File: src/rtl/uart_tx_parity.sv
// uart_tx_parity: UART transmitter with optional even/odd parity and run-time bit period
module uart_tx_parity #(
  parameter int   WIDTH      = 8,
  parameter logic EVEN       = 1'b0,
  parameter logic ODD        = 1'b1,
  parameter int   PRESCALE_W = 16
) (
  input  logic                  clk,
  input  logic                  rst_n,
  input  logic [WIDTH-1:0]      tx_data,
  input  logic                  tx_valid,
  output logic                  tx_ready,
  input  logic                  par_en,
  input  logic                  par_type,
  input  logic [PRESCALE_W-1:0] prescale,
  output logic                  tx_out,
  output logic                  busy
);
  localparam int IW = WIDTH > 1 ? $clog2(WIDTH) : 1;
  localparam logic [2:0] IDLE   = 3'd0;
  localparam logic [2:0] START  = 3'd1;
  localparam logic [2:0] DATA   = 3'd2;
  localparam logic [2:0] PARITY = 3'd3;
  localparam logic [2:0] STOP   = 3'd4;
  logic [2:0]            state;
  logic [PRESCALE_W-1:0] cnt;
  logic [PRESCALE_W-1:0] pr_q;
  logic [IW-1:0]         bit_idx;
  logic [WIDTH-1:0]      sh;
  logic                  par_en_q;
  logic                  par_q;
  logic                  tx_q;
  logic                  last_cycle;
  logic                  accept;
  logic                  par_calc;
  always_comb begin
    last_cycle = cnt == pr_q - 1'b1;
    tx_ready   = state == IDLE || (state == STOP && last_cycle);
    accept     = tx_valid && tx_ready;
    busy       = state != IDLE;
    tx_out     = tx_q;
    par_calc   = par_type == EVEN ? ^tx_data : par_type == ODD ? ~^tx_data : ^tx_data;
  end
  always_ff @(posedge clk) begin
    if (!rst_n) begin
      state    <= IDLE;
      cnt      <= '0;
      pr_q     <= '0;
      bit_idx  <= '0;
      sh       <= '0;
      par_en_q <= 1'b0;
      par_q    <= 1'b0;
      tx_q     <= 1'b1;
    end else begin
      if (accept) begin
        sh       <= tx_data;
        par_en_q <= par_en;
        par_q    <= par_calc;
        pr_q     <= prescale == '0 ? PRESCALE_W'(1) : prescale;
      end
      cnt <= (state == IDLE || last_cycle) ? '0 : cnt + 1'b1;
      case (state)
        IDLE: if (accept) begin
          state <= START;
          tx_q  <= 1'b0;
        end
        START: if (last_cycle) begin
          state        <= DATA;
          bit_idx      <= '0;
          {sh, tx_q}   <= {1'b0, sh};
        end
        DATA: if (last_cycle) begin
          if (bit_idx == IW'(WIDTH - 1)) begin
            state <= par_en_q ? PARITY : STOP;
            tx_q  <= par_en_q ? par_q : 1'b1;
          end else begin
            bit_idx    <= bit_idx + 1'b1;
            {sh, tx_q} <= {1'b0, sh};
          end
        end
        PARITY: if (last_cycle) begin
          state <= STOP;
          tx_q  <= 1'b1;
        end
        STOP: if (last_cycle) begin
          state <= accept ? START : IDLE;
          tx_q  <= !accept;
        end
        default: begin
          state <= IDLE;
          tx_q  <= 1'b1;
        end
      endcase
    end
  end
endmodule

File: config.mk
export PLATFORM = sky130hd
export DESIGN_NAME = uart_tx_parity
export DESIGN_NICKNAME = d
export VERILOG_FILES = /design/src/rtl/uart_tx_parity.sv
export SDC_FILE = /design/constraint.sdc
export NUM_CORES = 1
export LEC_CHECK = 0
export ABC_AREA = 1
export ABC_CLOCK_PERIOD_IN_PS = 6600
export CAP_MARGIN = 20
export CORE_AREA = 2 2 79 81
export CTS_BUF_LIST = sky130_fd_sc_hd__clkbuf_8
export CTS_CLUSTER_DIAMETER = 100
export CTS_CLUSTER_SIZE = 24
export DETAILED_ROUTE_END_ITERATION = 16
export DIE_AREA = 0 0 81 83
export PLACE_DENSITY_LB_ADDON = 0.3
export SETUP_SLACK_MARGIN = 0.3
export SLEW_MARGIN = 20
export SYNTH_ARGS = -nofsm -noshare
export SYNTH_HDL_FRONTEND = slang
export SYNTH_SLANG_ARGS = --single-unit
File: constraint.sdc
create_clock -name clk -period 6.6 [get_ports clk]
set_input_delay 0.99 -clock clk [delete_from_list [all_inputs] [get_ports clk]]
set_output_delay 0.99 -clock clk [all_outputs]
set_load 0.005 [all_outputs]
==> results of run 1 <==
[final timing paths]
kind	end	slack, ns	cells after the start
worst max-delay path	tx_ready	2.70	11
worst max register to register	pr_q[11]$_SDFFE_PN0N_	4.02	13
worst min register to register	cnt[0]$_SDFF_PP0_	0.47	1
worst min-delay path	cnt[0]$_SDFF_PP0_	0.47	1
[per-stage QoR]
stage               setup slack [ns]  instances  hold WS [ns]    util
floorplan                      3.852        478        0.4295       -
global placement               3.155        572        0.4465  0.5912
detailed placement             3.058        572        0.4594  0.5912
CTS                            2.708        580        0.4798  0.6050
global route                   2.462        580        0.4991  0.6050
finish                         2.696        580        0.4715  0.6050
[critical path, cell delays in order, from the launching register on]
cell,delay (ns)
dfxtp_1,0.33
inv_1,0.13
ha_1,0.23
nand3_2,0.17
nor2_4,0.18
nand2_1,0.11
nand3_1,0.12
nand3_1,0.15
nor2_4,0.15
nand2_4,0.09
a21boi_4,0.37
clkdlybuf4s50_1,0.58
[sequential cells by signal (all words and copies together) (netlist names)]
signal,flops
bit_idx,3
tx_out,1
pr_q,16
par_en_q,1
sh,8
cnt,16
state,3
par_q,1
[area by class of cell]
type                    instances  area (um2)
inverters                      64       240.2
well taps                      75       93.84
clock inverters                 3       11.26
repair buffers                 31       310.3
flip-flops and latches         49       980.9
fillers                       578        2297
clock buffers                   5       68.82
multi-input cells             353        1813
[layer usage]
| metal | vias up | track usage | share of wire |
|---|---|---|---|
| met4 | 0 | 0.05855 | 0.011 |
| met1 | 1374 | 0.2911 | 0.48 |
| met3 | 9 | 0.04022 | 0.035 |
| met5 | - | 0 | 0 |
| met2 | 64 | 0.3854 | 0.47 |
| li1 | 1574 | - | - |
[report_power, final]
group          internal [mW]  switching [mW]  total (mW)  leakage, nW
combinational          0.244           0.421       0.664         1.09
clock                 0.0710          0.0974       0.168       0.0519
sequential             0.355          0.0562       0.411        0.401
total                  0.670           0.574        1.24         1.54
[placed cells by master (no fill, tap or decap), drive strengths merged]
master and n:
xor2 8, nand4 4, nand3 41, o21ai 25, nor3 6, a41o 1, xnor2 17, or2 1
nor2 69, inv 67, clkbuf 5, nand2 127, nor4 9, dfxtp 49, a21boi 1, nor3b 8
a21oi 25, nand3b 6, o31ai 1, ha 4, clkdlybuf4s50 31
[cells by family (layout without fill, tap and decap cells)]
group | after synthesis | count (layout)
DFF | 49 | 49
xor gates and xnor gates | 25 | 25
buffers and inverters | 76 | 103
adders and majority gates | 4 | 4
AOI/OAI and AO/OA | 53 | 53
and+or+nand+nor | 271 | 271
==> out/results.tsv, run 1 <==
stage	metric	value	unit
run_status	status	finished, final reports clean	
setup_path	r2r-start	pr_q[0]$_SDFFE_PN0N_	
sta	post-route-period-util	0.5916	
sta	relSlewSlack	0.5268	
placement	dp_hpwl	5.563	mm
power_and_ir_drop	p_leak	1.543	nW
power_and_ir_drop	vdd_drop_max	208.5	uV
setup_path	cp-end-kind	primary output	
logic_synthesis	syn_nets	511	
floorplan	io_pins	32	
routing	via_per_inst	5.209	
clocking	cts_setup_buffers	0	
logic_synthesis	synth_cells	478	
setup_path	crit_start	pr_q[0]$_SDFFE_PN0N_	
logic_synthesis	synthesis.area	3114	um2
sta	setup_viol	0	
routing	routed_wl	7.261	mm
routing	wl_per_cell	12.52	um
hold_path	hp-class	reg2reg	
global_route	overflow	0	
logic_synthesis	synth.avg_cell_area	6.515	um2
logic_synthesis	synth_top_flop_cell	dfxtp_1	
sta	finalSetupTns	0	ns
logic_synthesis	synthMuxAreaShare	0	
hold_path	hold_start	cnt[0]$_SDFF_PP0_	
sta	rsz0062_at_grt	false	
logic_synthesis	ys_warn_count	0	
floorplan	initial_core_util	0.5355	
global_route	grt_max_degree	42	
logic_synthesis	synth_common_cells	nand2_1, inv_1, nor2_1	
logic_synthesis	synth.distinct_cells	33	
setup_path	cp-start-kind	flop	
routing	drt_first_pass_iters	4	
routing	vias	3021	
floorplan	die_width	81	um
routing	drtIter0Drc	247	
cells_and_area	syn_to_final_growth	12.98	%
routing	drcViolationCount	0	
setup_path	critPathKind	reg2out	
sta	slew_violations	0	
floorplan	dieArea	6723	um2
logic_synthesis	synthXorXnorAreaFrac	0.07031	
logic_synthesis	yosysSeqAreaShare	0.3150	
logic_synthesis	synth_most_common_cell	nand2_1	
setup_path	critPathArrivalTime	2.91	ns
global_route	grt_pass1_vias	2847	
placement	io_buffers	31	
global_route	antenna_found_initial	0	
clocking	cts.sinks	49	
sta	worst_pin_slew	0.7090	ns
logic_synthesis	async_flop_share	0	
clocking	h-tree-depth	2	
logic_synthesis	ys_top_cells_by_area	dfxtp_1, nand2_1, inv_1	
global_route	grt_pass1_wl	12.48	mm
power_and_ir_drop	power	1.244	mW
power_and_ir_drop	cellPowerDensity	353.5	nW/um2
sta	min_period	3.904	ns
placement	place_area	3438	um2
sta	fmax	0.2561	GHz
logic_synthesis	synth_top_family_by_area	simple AND/OR/NAND/NOR gates	
clocking	root_buffer	clkbuf_8	
cells_and_area	finalInstanceArea	3518	um2
floorplan	die_h	83	um
logic_synthesis	synthAdderAreaFrac	0.01607	
sta	hold_viol_final	0	
clocking	numCtsBuffers	5	
cells_and_area	drive_above_1_share	0.05743	
logic_synthesis	synth_compound_area_frac	0.09321	
placement	gp_routability_congestion	0.9231	
logic_synthesis	synthSimpleGateAreaFrac	0.4026	
flow_run	maxCapViolCount	0	
routing	drtAntennaViolNets	0	
logic_synthesis	yosys.area.top_type	dfxtp_1	
logic_synthesis	yosysTopAreaCellShare	0.3150	
floorplan	core	5816	um2
clocking	clk_path_buf_depth	2	
setup_path	crit_fanout	13	
global_route	grt_use_total	0.2264	
clocking	cts_tree	yes	
sta	fin_skew	0.007529	ns
logic_synthesis	synth-seq-cells	49	
clocking	clock_latency	0.30	ns
cells_and_area	layout.nets	537	
cells_and_area	num_antenna_cells	0	
setup_path	required	5.61	ns
clocking	hold_buffers	0	
logic_synthesis	synth_edf_count	0	
floorplan	rows	28	
clocking	cts_resized	0	
clocking	clk_pin_slew	0.09	ns
Power figures use the tool's default switching activity.
==> run 2: changes to the inputs <==
--- a/config.mk
+++ b/config.mk
@@ -6,14 +6,14 @@
 export NUM_CORES = 1
 export LEC_CHECK = 0
 export ABC_AREA = 1
-export ABC_CLOCK_PERIOD_IN_PS = 6600
+export ABC_CLOCK_PERIOD_IN_PS = 3400
 export CAP_MARGIN = 20
-export CORE_AREA = 2 2 79 81
+export CORE_AREA = 2 2 80 82
 export CTS_BUF_LIST = sky130_fd_sc_hd__clkbuf_8
 export CTS_CLUSTER_DIAMETER = 100
 export CTS_CLUSTER_SIZE = 24
 export DETAILED_ROUTE_END_ITERATION = 16
-export DIE_AREA = 0 0 81 83
+export DIE_AREA = 0 0 82 84
 export PLACE_DENSITY_LB_ADDON = 0.3
 export SETUP_SLACK_MARGIN = 0.3
 export SLEW_MARGIN = 20
==> constraint.sdc (replaced) <==
create_clock -name clk -period 3.4 [get_ports clk]
set_input_delay 0.51 -clock clk [delete_from_list [all_inputs] [get_ports clk]]
set_output_delay 0.51 -clock clk [all_outputs]
set_load 0.005 [all_outputs]
==> out/results.tsv, run 2 (synthesized netlist as in run 1, its figures left out) <==
stage	metric	value	unit	change
global_route	grt_max_degree	42		unchanged
power_and_ir_drop	cellPowerDensity	711.1	nW/um2	was 353.5 nW/um2
routing	drtAntennaViolNets	0		unchanged
sta	relSlewSlack	0.5069		was 0.5268
cells_and_area	num_antenna_cells	0		unchanged
setup_path	crit_chain	inv_1 > ha_1 > inv_1 > nand2_1 > nand2_1 > nand2_1 > nor2_1 > nand2_1 > nor2_1 > nand3_1 > nor2_2 > nand2_4 > a21boi_4 > dlygate4sd2_1		was inv_1 > ha_1 > nand3_2 > nor2_4 > nand2_1 > nand3_1 > nand3_1 > nor2_4 > nand2_4 > a21boi_4 > clkdlybuf4s50_1
global_route	grt_use_total	0.2244		was 0.2264
cells_and_area	layout.cells.most_common_list	nand2_1, inv_1, nor2_1, dfxtp_1, nand3_1		unchanged
sta	finalSetupTns	0	ns	unchanged
setup_path	cp-end-kind	primary output		unchanged
placement	dp_hpwl	5.711	mm	was 5.563 mm
routing	drcViolationCount	0		unchanged
cells_and_area	stdcell_count	584		was 580
cells_and_area	final_util	0.5864		was 0.6050
routing	drt_first_pass_iters	8		was 4
sta	min_period	2.893	ns	
flow_run	maxCapViolCount	0		unchanged
clocking	clock_latency	0.31	ns	was 0.30 ns
clocking	cts_tree	yes		unchanged
sta	hold_viol_final	0		unchanged
clocking	clk_path_buf_depth	2		unchanged
sta	post-route-period-util	0.8508		
floorplan	dieArea	6888	um2	was 6723 um2
setup_path	crit_start	pr_q[0]$_SDFFE_PN0N_		unchanged
routing	drtIter0Drc	196		was 247
cells_and_area	finalInstanceArea	3575	um2	was 3518 um2
clocking	root_buffer	clkbuf_8		unchanged
placement	io_buffers	31		unchanged
setup_path	required	2.89	ns	was 5.61 ns
hold_path	hold_end	par_q$_SDFFE_PN0N_		was cnt[0]$_SDFF_PP0_
power_and_ir_drop	power	2.542	mW	was 1.244 mW
routing	wl_per_cell	12.53	um	was 12.52 um
sta	fmax	0.3457	GHz	
setup_path	critPathArrivalTime	2.38	ns	was 2.91 ns
placement	gp_routability_congestion	0.9421		was 0.9231
global_route	overflow	0		unchanged
clocking	h-tree-depth	2		unchanged
setup_path	critPathKind	reg2out		unchanged
placement	dp.cells	576		was 572
sta	setup_viol	0		unchanged
sta	whs	0.4712	ns	was 0.4715 ns
setup_path	crit_top_cell	nand2_1		
cells_and_area	final_common_cell	nand2_1		unchanged
sta	rsz0062_at_grt	false		unchanged
clocking	clk_pin_slew	0.09	ns	about the same
clocking	cts_setup_buffers	0		unchanged
setup_path	crit_fanout	5		was 13
hold_path	hp-class	reg2reg		unchanged
power_and_ir_drop	vdd_drop_max	402.6	uV	was 208.5 uV
floorplan	die_h	84	um	was 83 um
sta	fin_skew	0.01226	ns	was 0.007529 ns
cells_and_area	drive_above_1_share	0.06706		was 0.05743
sta	fin_ws	0.5073	ns	was 2.696 ns
run_status	status	finished, final reports clean		unchanged
global_route	antenna_found_initial	0		unchanged
floorplan	rows	29		was 28
setup_path	critPathTopFamily	simple AND/OR/NAND/NOR gates		unchanged
routing	via_per_inst	5.212		was 5.209
global_route	grt_pass1_wl	12.30	mm	was 12.48 mm
sta	slew_violations	0		unchanged
floorplan	io_pins	32		unchanged
cells_and_area	layout.nets	539		was 537
routing	vias	3044		was 3021
setup_path	reg2reg_depth	16		was 13
setup_path	cp-start-kind	flop		unchanged
floorplan	initial_core_util	0.5109		was 0.5355
setup_path	cp_slowest_cell	dfxtp_1		was clkdlybuf4s50_1
setup_path	slowest_delay	0.37	ns	was 0.58 ns
routing	routed_wl	7.318	mm	was 7.261 mm
placement	post-place-ws	0.5991	ns	was 3.058 ns
cells_and_area	reg.largest.list	cnt x16, pr_q x16, sh x8		unchanged
setup_path	crit_buf_inv	3		was 2
global_route	grt_pass1_vias	2863		was 2847
floorplan	core	6096	um2	was 5816 um2
floorplan	die_width	82	um	was 81 um
clocking	hold_buffers	0		unchanged
cells_and_area	syn_to_final_growth	14.79	%	was 12.98%
setup_path	r2r-end	pr_q[3]$_SDFFE_PN0N_		was pr_q[11]$_SDFFE_PN0N_
clocking	cts.sinks	49		unchanged
clocking	numCtsBuffers	5		unchanged
clocking	cts_resized	1		was 0
setup_path	r2r-start	pr_q[0]$_SDFFE_PN0N_		unchanged
hold_path	hold_start	par_q$_SDFFE_PN0N_		was cnt[0]$_SDFF_PP0_
setup_path	r2r_setup_slack	0.81	ns	was 4.02 ns
hold_path	min_path_cells	2		was 1
sta	worst_pin_slew	0.7388	ns	was 0.7090 ns
power_and_ir_drop	p_leak	1.558	nW	was 1.543 nW
placement	place_area	3456	um2	was 3438 um2
run 2: layout make-up:
type | count | area (um2)
multi-input combinational | 353 | 1813
clock buffer | 6 | 82.58
fill | 596 | 2521
clock inverter | 2 | 37.54
inverter | 64 | 240.2
sequential | 49 | 980.9
timing repair buffer | 33 | 324.1
tap | 77 | 96.34
run 2: power by group:
group	leakage (nW)	internal [mW]	total [mW]	switching [mW]
logic	1.10	0.478	1.30	0.818
registers	0.401	0.689	0.799	0.110
clock network	0.0574	0.240	0.447	0.207
total	1.56	1.41	2.54	1.14
run 2: worst max path at each step:
| stage | end | slack (ns) | depth (start not counted) |
|---|---|---|---|
| after floorplan | tx_ready | 1.13 | 11 |
| after global routing | tx_ready | 0.34 | 14 |
| after global placement | tx_ready | 0.67 | 11 |
| after CTS | tx_ready | 0.50 | 14 |
| after detailed placement | tx_ready | 0.60 | 14 |
| final | tx_ready | 0.51 | 14 |
run 2: metal layers:
metal,vias up,GRT usage,share of wire
met4,0,0.06818,0.016
met1,1400,0.2754,0.46
met3,11,0.03463,0.030
met2,56,0.3939,0.49
li1,1577,-,-
met5,-,0,0
run 2: tightest hold or removal path, stage by stage, from the launching register on:
cell,delay [ns]
dfxtp_1,0.32
nand2_1,0.06
a21oi_1,0.05
